## src/rtl/irr_priority_resolver.sv

```systemverilog
// 8259 request front end: IR sampling, edge/level IRR, masking and rotatable fully nested priority.
// Define IRR_INPUT_SYNC_EN to insert a two-flop synchronizer ahead of the IR sample register.
module irr_priority_resolver #(
    parameter  int NUM_IR = 8,
    localparam int IDX_W  = $clog2(NUM_IR)
) (
    input  logic              clk,
    input  logic              rst_n,
    input  logic [NUM_IR-1:0] ir,
    input  logic              ltim,
    input  logic              init_clear,
    input  logic [NUM_IR-1:0] imr,
    input  logic [NUM_IR-1:0] isr,
    input  logic              ack_set,
    input  logic              rotate_load,
    input  logic [IDX_W-1:0]  rotate_base,
    output logic [NUM_IR-1:0] irr,
    output logic              int_req,
    output logic [IDX_W-1:0]  highest_idx
);

    logic [NUM_IR-1:0] r_ir_s;
    logic [NUM_IR-1:0] r_ir_d;
    logic [NUM_IR-1:0] r_irr;
    logic [IDX_W-1:0]  r_lowest;
    logic              r_int_req;
    logic [IDX_W-1:0]  r_highest_idx;

    logic [NUM_IR-1:0] w_ir_src;
    logic [NUM_IR-1:0] w_cand;
    logic [NUM_IR-1:0] w_ack_mask;
    logic [NUM_IR-1:0] w_irr_nxt;
    logic [IDX_W-1:0]  w_base;
    logic              w_win_found;
    logic [IDX_W-1:0]  w_win_rank;
    logic              w_isr_found;
    logic [IDX_W-1:0]  w_isr_rank;
    logic              w_int_req_nxt;

`ifdef IRR_INPUT_SYNC_EN
    logic [NUM_IR-1:0] r_sync1;
    logic [NUM_IR-1:0] r_sync2;

    always_ff @(posedge clk) begin
        if (!rst_n) begin
            r_sync1 <= '0;
            r_sync2 <= '0;
        end else begin
            r_sync1 <= ir;
            r_sync2 <= r_sync1;
        end
    end

    assign w_ir_src = r_sync2;
`else
    assign w_ir_src = ir;
`endif

    // Ranks are measured from lowest+1, so rank 0 is the highest priority level.
    always_comb begin
        w_cand      = r_irr & ~imr;
        w_base      = r_lowest + IDX_W'(1);
        w_win_found = 1'b0;
        w_win_rank  = '0;
        w_isr_found = 1'b0;
        w_isr_rank  = '0;
        for (int unsigned k = 0; k < NUM_IR; k++) begin
            if (!w_win_found && w_cand[w_base + IDX_W'(k)]) begin
                w_win_found = 1'b1;
                w_win_rank  = IDX_W'(k);
            end
            if (!w_isr_found && isr[w_base + IDX_W'(k)]) begin
                w_isr_found = 1'b1;
                w_isr_rank  = IDX_W'(k);
            end
        end
        w_int_req_nxt = w_win_found && (!w_isr_found || (w_win_rank < w_isr_rank));
    end

    // Edge mode lets a fresh edge beat the ack clear; level mode lets the clear win.
    always_comb begin
        w_ack_mask = '0;
        if (ack_set) begin
            w_ack_mask[r_highest_idx] = 1'b1;
        end
        if (ltim) begin
            w_irr_nxt = r_ir_s & ~w_ack_mask;
        end else begin
            w_irr_nxt = (r_irr & ~w_ack_mask) | (r_ir_s & ~r_ir_d);
        end
    end

    always_ff @(posedge clk) begin
        if (!rst_n) begin
            r_ir_s        <= '0;
            r_ir_d        <= '1;
            r_irr         <= '0;
            r_lowest      <= IDX_W'(NUM_IR - 1);
            r_int_req     <= 1'b0;
            r_highest_idx <= '0;
        end else begin
            r_ir_s <= w_ir_src;
            if (init_clear) begin
                r_ir_d    <= '1;
                r_irr     <= '0;
                r_lowest  <= IDX_W'(NUM_IR - 1);
                r_int_req <= 1'b0;
            end else begin
                r_ir_d    <= r_ir_s;
                r_irr     <= w_irr_nxt;
                r_int_req <= w_int_req_nxt;
                if (rotate_load) begin
                    r_lowest <= rotate_base;
                end
                if (w_int_req_nxt) begin
                    r_highest_idx <= w_base + w_win_rank;
                end
            end
        end
    end

    assign irr         = r_irr;
    assign int_req     = r_int_req;
    assign highest_idx = r_highest_idx;

endmodule
```

## config.mk

```make
export PLATFORM = sky130hd
export DESIGN_NAME = irr_priority_resolver
export DESIGN_NICKNAME = d
export VERILOG_FILES = /design/src/rtl/irr_priority_resolver.sv
export SDC_FILE = /design/constraint.sdc
export NUM_CORES = 1
export LEC_CHECK = 0
export CAP_MARGIN = 20
export CORE_MARGIN = 2
export CORE_UTILIZATION = 42
export CTS_CLUSTER_DIAMETER = 50
export DETAILED_ROUTE_END_ITERATION = 6
export PLACE_DENSITY = 0.65
export SYNTH_ARGS = -nofsm -noshare
export SYNTH_HDL_FRONTEND = slang
export SYNTH_SLANG_ARGS = --single-unit
```

## constraint.sdc

```tcl
create_clock -name clk -period 11.4 [get_ports clk]
set_input_delay 1.14 -clock clk [delete_from_list [all_inputs] [get_ports clk]]
set_output_delay 1.14 -clock clk [all_outputs]
set_load 0.02 [all_outputs]
```

### Word level (Yosys, flattened, before mapping)

Cells that the tools add are included.

| operators by class | value |
|---|---|
| magnitude comparators | 11 |
| $add $sub $neg | 9 |
| reductions and logical operators | 34 |
| bitwise gates (word level) | 10 |
| mux-type cells | 66 |

Operators by type and width:

| kind | count |
|---|---|
| 1-bit binary-select mux with 3-bit select | 16 |
| 3-bit by 4-bit less-than comparator with 1-bit output, second input constant | 9 |
| 3-bit 2-to-1 mux | 12 |
| 1-bit 2-to-1 mux | 35 |
| 8-bit AND | 4 |
| 8-bit NOT | 3 |
| 1-bit logical AND | 16 |
| 8-bit 2-to-1 mux | 2 |
| 1-bit zero test | 15 |
| 3-bit adder, second input constant | 4 |
| 8-bit bitwise OR | 1 |
| 3-bit by 1-bit adder with 3-bit output, second input constant | 2 |
| 3-bit by 2-bit adder with 3-bit output, second input constant | 2 |
| 3-bit adder | 1 |
| 1-bit demux with 3-bit select | 1 |
| 3-bit by 1-bit greater-or-equal comparator with 1-bit output, second input constant | 1 |
| 3-bit less-than comparator | 1 |
| 1-bit NOT | 2 |
| 2-bit AND reduction | 1 |
| 2-bit OR reduction | 1 |
| 1-bit logical OR | 1 |

| storage, ports and cells | value |
|---|---|
| bits in registers | 31 |
| bits of input ports | 33 |

### Depth between registers and ports, before layout

| logic depth | value |
|---|---|
| word-level depth | 30 |
| mapped depth | 14 |
| depth with buffers taken out | 14 |

### Worst setup path after synthesis

No wires, ideal clock.

| path | value |
|---|---|
| path kind | input to register |
| start | input imr[6] |
| end | register r_highest_idx[0], in the netlist highest_idx[0] |
| arrival time | 3,851 ps |
| cell stages on the path | 12 |
| required time | 11,328 ps |
| setup time | 72 ps |
| slack | 7,477 ps |
| cell sequence | nand2b_1 mux4_1 mux2i_1 nor2_1 o31a_1 nor3b_1 ha_1 o21a_1 o22a_2 a211o_1 o41ai_4 mux2i_1 |

| between the ends | value |
|---|---|
| longest elaborated chain between the ends | 30 |

Ends and longest elaborated chain:

| element | RTL line | text |
|---|---|---|
| start: declaration | 12 | `input logic [NUM_IR-1:0] imr,` |
| 8-bit NOT (*) | 61 | `w_cand = r_irr & ~imr;` |
| 8-bit AND (*) | 61 |  |
| 1-bit binary-select mux with 3-bit select | 68 | `if (!w_win_found && w_cand[w_base + IDX_W'(k)]) begin` |
| 1-bit 2-to-1 mux (implied by the code) | 68 |  |
| 1-bit 2-to-1 mux | 68 |  |
| 1-bit zero test | 68 |  |
| 1-bit logical AND | 68 |  |
| 1-bit 2-to-1 mux | 68 |  |
| [... 14 more ...] | n/a |  |
| 1-bit 2-to-1 mux | 68 |  |
| 1-bit zero test | 68 |  |
| 1-bit logical AND | 68 |  |
| 3-bit 2-to-1 mux | 68 |  |
| 3-bit less-than comparator | 77 | `w_int_req_nxt = w_win_found && (!w_isr_found \|\| (w_win_rank < w_isr_rank));` |
| 1-bit logical OR | 77 |  |
| 1-bit logical AND | 77 |  |
| 2-bit AND reduction (no source line) | n/a |  |
| end signal: assignment | 116 | `r_highest_idx <= w_base + w_win_rank;` |
| end: declaration | 27 | `logic [IDX_W-1:0] r_highest_idx;` |

Mark *: on every way between the ends. The rest lies on a longest branch, timed or not. The select of a mux whose other input is x is not followed.
A chain may end at the register's enable or synchronous reset.

### Final worst setup path

| path | value |
|---|---|
| start | register r_lowest[0] |
| end | register r_highest_idx[1], in the netlist highest_idx[1] |

| between the ends | value |
|---|---|
| longest elaborated chain between the ends | 29 |

Ends and longest elaborated chain:

| element | RTL line | text |
|---|---|---|
| start: declaration | 25 | `logic [IDX_W-1:0] r_lowest;` |
| start signal: assignment | 98 | `r_lowest <= IDX_W'(NUM_IR - 1);` |
| start signal: assignment | 106 | `r_lowest <= IDX_W'(NUM_IR - 1);` |
| start signal: assignment | 113 | `r_lowest <= rotate_base;` |
| 3-bit by 1-bit adder with 3-bit output (*) | 62 | `w_base = r_lowest + IDX_W'(1);` |
| branches (longest 28 deep; another with 3-bit by 1-bit adder with 3-bit output) | n/a |  |

Mark *: on every way between the ends. The select of a mux whose other input is x is not followed.

==> results.md <==
* Layout Skew at 5.20 ps
* Largest net degree at the start of global routing at 18
* Final hold viol count at 0
* Row cnt at 27
* Fillers at 499
* Place WS at 6660 ps
* Flop and latch count out of synthesis at 31
* Endpoint type of the worst setup path: flip-flop
* Final core utilization at 53.6%
* Area leader, netlist: dfxtp_1
* Min-delay src: r_ir_s[6]$_SDFF_PN0_
* Hold-fix buffers at CTS at 0
* CTS sink cnt at 31
* Placed Instances at 341
* Clk buf depth at 2
* Fin crit share at 41.6%
* Buf/Inv on CP at 2
* Crit-path slowest cell: dfxtp_1
* P_leak at 1.08 nW
* Worst R2R Start: r_lowest[0]$_SDFFE_PP1P_
* Worst rel slew slack at 37.8%
* First-pass GRT wire length at 9.01 mm
* Share of cells above drive strength 1 at 11.2%
* Die W at 78.2 um
* GRT Resource Usage Total at 18.6%
* Antenna violations before repair at 0
* Routed WL at 5.21 mm
* Cell area after synthesis at 0.00231 mm2
* Final setup violation count at 0
* ANT nets after route at 0
* Core box area at 0.00541 mm2
* PwrDens at 99.0 mW/mm2
* Global route overflow at 0
* RSZ-0062 raised after global routing: false
* Most used cell, CP: ha_1
* CP Cell Sequence: inv_2 > ha_1 > inv_1 > mux4_2 > mux2_2 > o31a_1 > nor3b_1 > ha_1 > o21a_1 > o22a_2 > a211o_1 > o41ai_4 > mux2i_1
* Cell variety after synth at 49
* Syn Inst Count at 233
* Crit path from: r_lowest[0]$_SDFFE_PP1P_
* Vias at 1905
* Top cells by area, synth: dfxtp_1 (27%), mux4_2 (11%), mux4_1 (8.0%)
* Setup TNS at 0 ps
* Clock tree from TritonCTS: built
* Worst IR Drop VDD at 0.0603 mV
* Post-DP Area at 0.00280 mm2
* Post-Syn Nets at 272
* Top delay family on crit path: compound AO/OA/AOI/OAI gates
* Reg2reg setup slack at 6650 ps
* CTS HTree Levels at 2
* Die area at 0.00612 mm2
* DR pass1 iterations at 4
* Design Area, Final at 0.00290 mm2
* YS warnings at 0
* Hold Path Class: flip-flop to flip-flop
* Crit Path Class: flip-flop to flip-flop
* IO Count at 45
* Post-synth top area share at 26.8%
* Worst-skew pair later-pin latency at 280 ps
* Drt wl/cell at 14.9 um
* Sequential-to-total area share from yosys stat at 26.8%
* Placer Congestion at 0.757
* CP peak stage delay at 720 ps
* Max Clk Rate at 211 MHz
* Most frequent cell after synthesis: dfxtp_1
* Outcome: finished clean
* Vias in the first global route at 1866
* Post-CTS Repair Setup Buffers at 0
* Top cells by count, synth: dfxtp_1 (31), nor2b_1 (24), nor2_1 (23)
* Port bufs at 44
* First DRT Iteration DRCs at 88
* Starting Density at 42.8%
* Peak fanout along the critical path at 13
* Avg Cell Area, Syn at 9.93 um2
* Multi-input gate area at 0.00163 mm2
* Required time worst endpoint at 11610 ps
* Ys async rst share at 0%
* Post-route insts no fill at 349
* CTS clk-pin slew, worst paths at 70 ps
* Setup ws final at 6650 ps
* CTS buffer count at 5
* Post-synth EDFFs at 0
* Max-cap viol count at 0
* Ys flop type: dfxtp_1
* DRC violations left at 0
* Slew Limit Fails at 0
* Die height at 78.2 um
* Antenna cells at 0
* Worst Tran Pin Value at 931 ps
* DPL Wire Length at 4.12 mm
* Register area at 621 um2
* Post-CTS Resized at 0
* Min cycle time layout at 4750 ps
* CTS root buf: clkbuf_8
* WP data arrival at 4960 ps
* Area growth, synth to finish at 25.3%
* Startpoint Class: flip-flop
* Drt via density at 5.46
* Nets@finish at 315
-- cell usage in the layout, fill, tap and decap left out, drive strengths merged, types with 2 or more instances in the layout --
| cell | n |
|---|---|
| dfxtp | 31 |
| clkbuf | 7 |
| nor3 | 3 |
| or2 | 3 |
| a21o | 2 |
| clkdlybuf4s50 | 44 |
| mux2 | 2 |
| xnor2 | 3 |
| mux2i | 17 |
| xor2 | 2 |
| mux4 | 18 |
| a221oi | 2 |
| a31oi | 7 |
| ha | 5 |
| inv | 4 |
| nand3 | 5 |
| and2 | 9 |
| nor4 | 5 |
| nand2b | 20 |
| nor2 | 23 |
| o21ai | 3 |
| a21oi | 9 |
| nor2b | 24 |
| nand2 | 14 |
-- routing by layer --
metal	share of wire [%]	track usage, %
met1	45	23.5
met5	0	0
met3	3.2	3.45
met4	0.86	5.61
met2	51	32.4
-- through the flow --
step	hold WS [ps]	total power, mW
6_report	442	0.287
2_1_floorplan	412	0.170
3_3_place_gp	424	0.193
4_1_cts	445	0.290
3_5_place_dp	427	0.194
5_1_grt	478	0.304
-- layout make-up --
cell class	count	share of cell area, %
Timing Repair Buffer	44	15.2
Multi-Input combinational cell	190	56.2
Sequential cell	31	21.4
Tap cell	72	3.11
Clock inverter	1	0.259
Clock buffer	7	3.32
Inverter	4	0.518
-- worst paths after layout --
path                            endpoint  cells past startpoint
min                 r_ir_d[6]$_SDFF_PP1_                      1
max reg2reg  highest_idx[1]$_SDFFE_PN0P_                     13
max          highest_idx[1]$_SDFFE_PN0P_                     13
min reg2reg         r_ir_d[6]$_SDFF_PP1_                      1
-- state kept, by name, indices dropped and copies added (netlist names) --
register / cells
irr: 8
r_ir_s: 8
highest_idx: 3
r_ir_d: 8
int_req: 1
r_lowest: 3
-- cells by family (layout without fill, tap and decap cells) --
kind of cell,after synthesis,count (layout),share of synthesized area (%)
xor gates and xnor gates,6,6,4.33
AOI/OAI and AO/OA,32,32,9.95
buffers and inverters,12,56,2.76
muxes,37,37,27.0
DFF,31,31,26.8
adders and majority gates,6,6,3.57
and+or+nand+nor,109,109,25.6
-- where the power goes --
part	switching [mW]	total [mW]	internal, mW
Clock	0.0408	0.0957	0.0549
Combinational	0.0344	0.0745	0.0401
Sequential	0.00391	0.117	0.113
(Power assumes the default switching activity.)
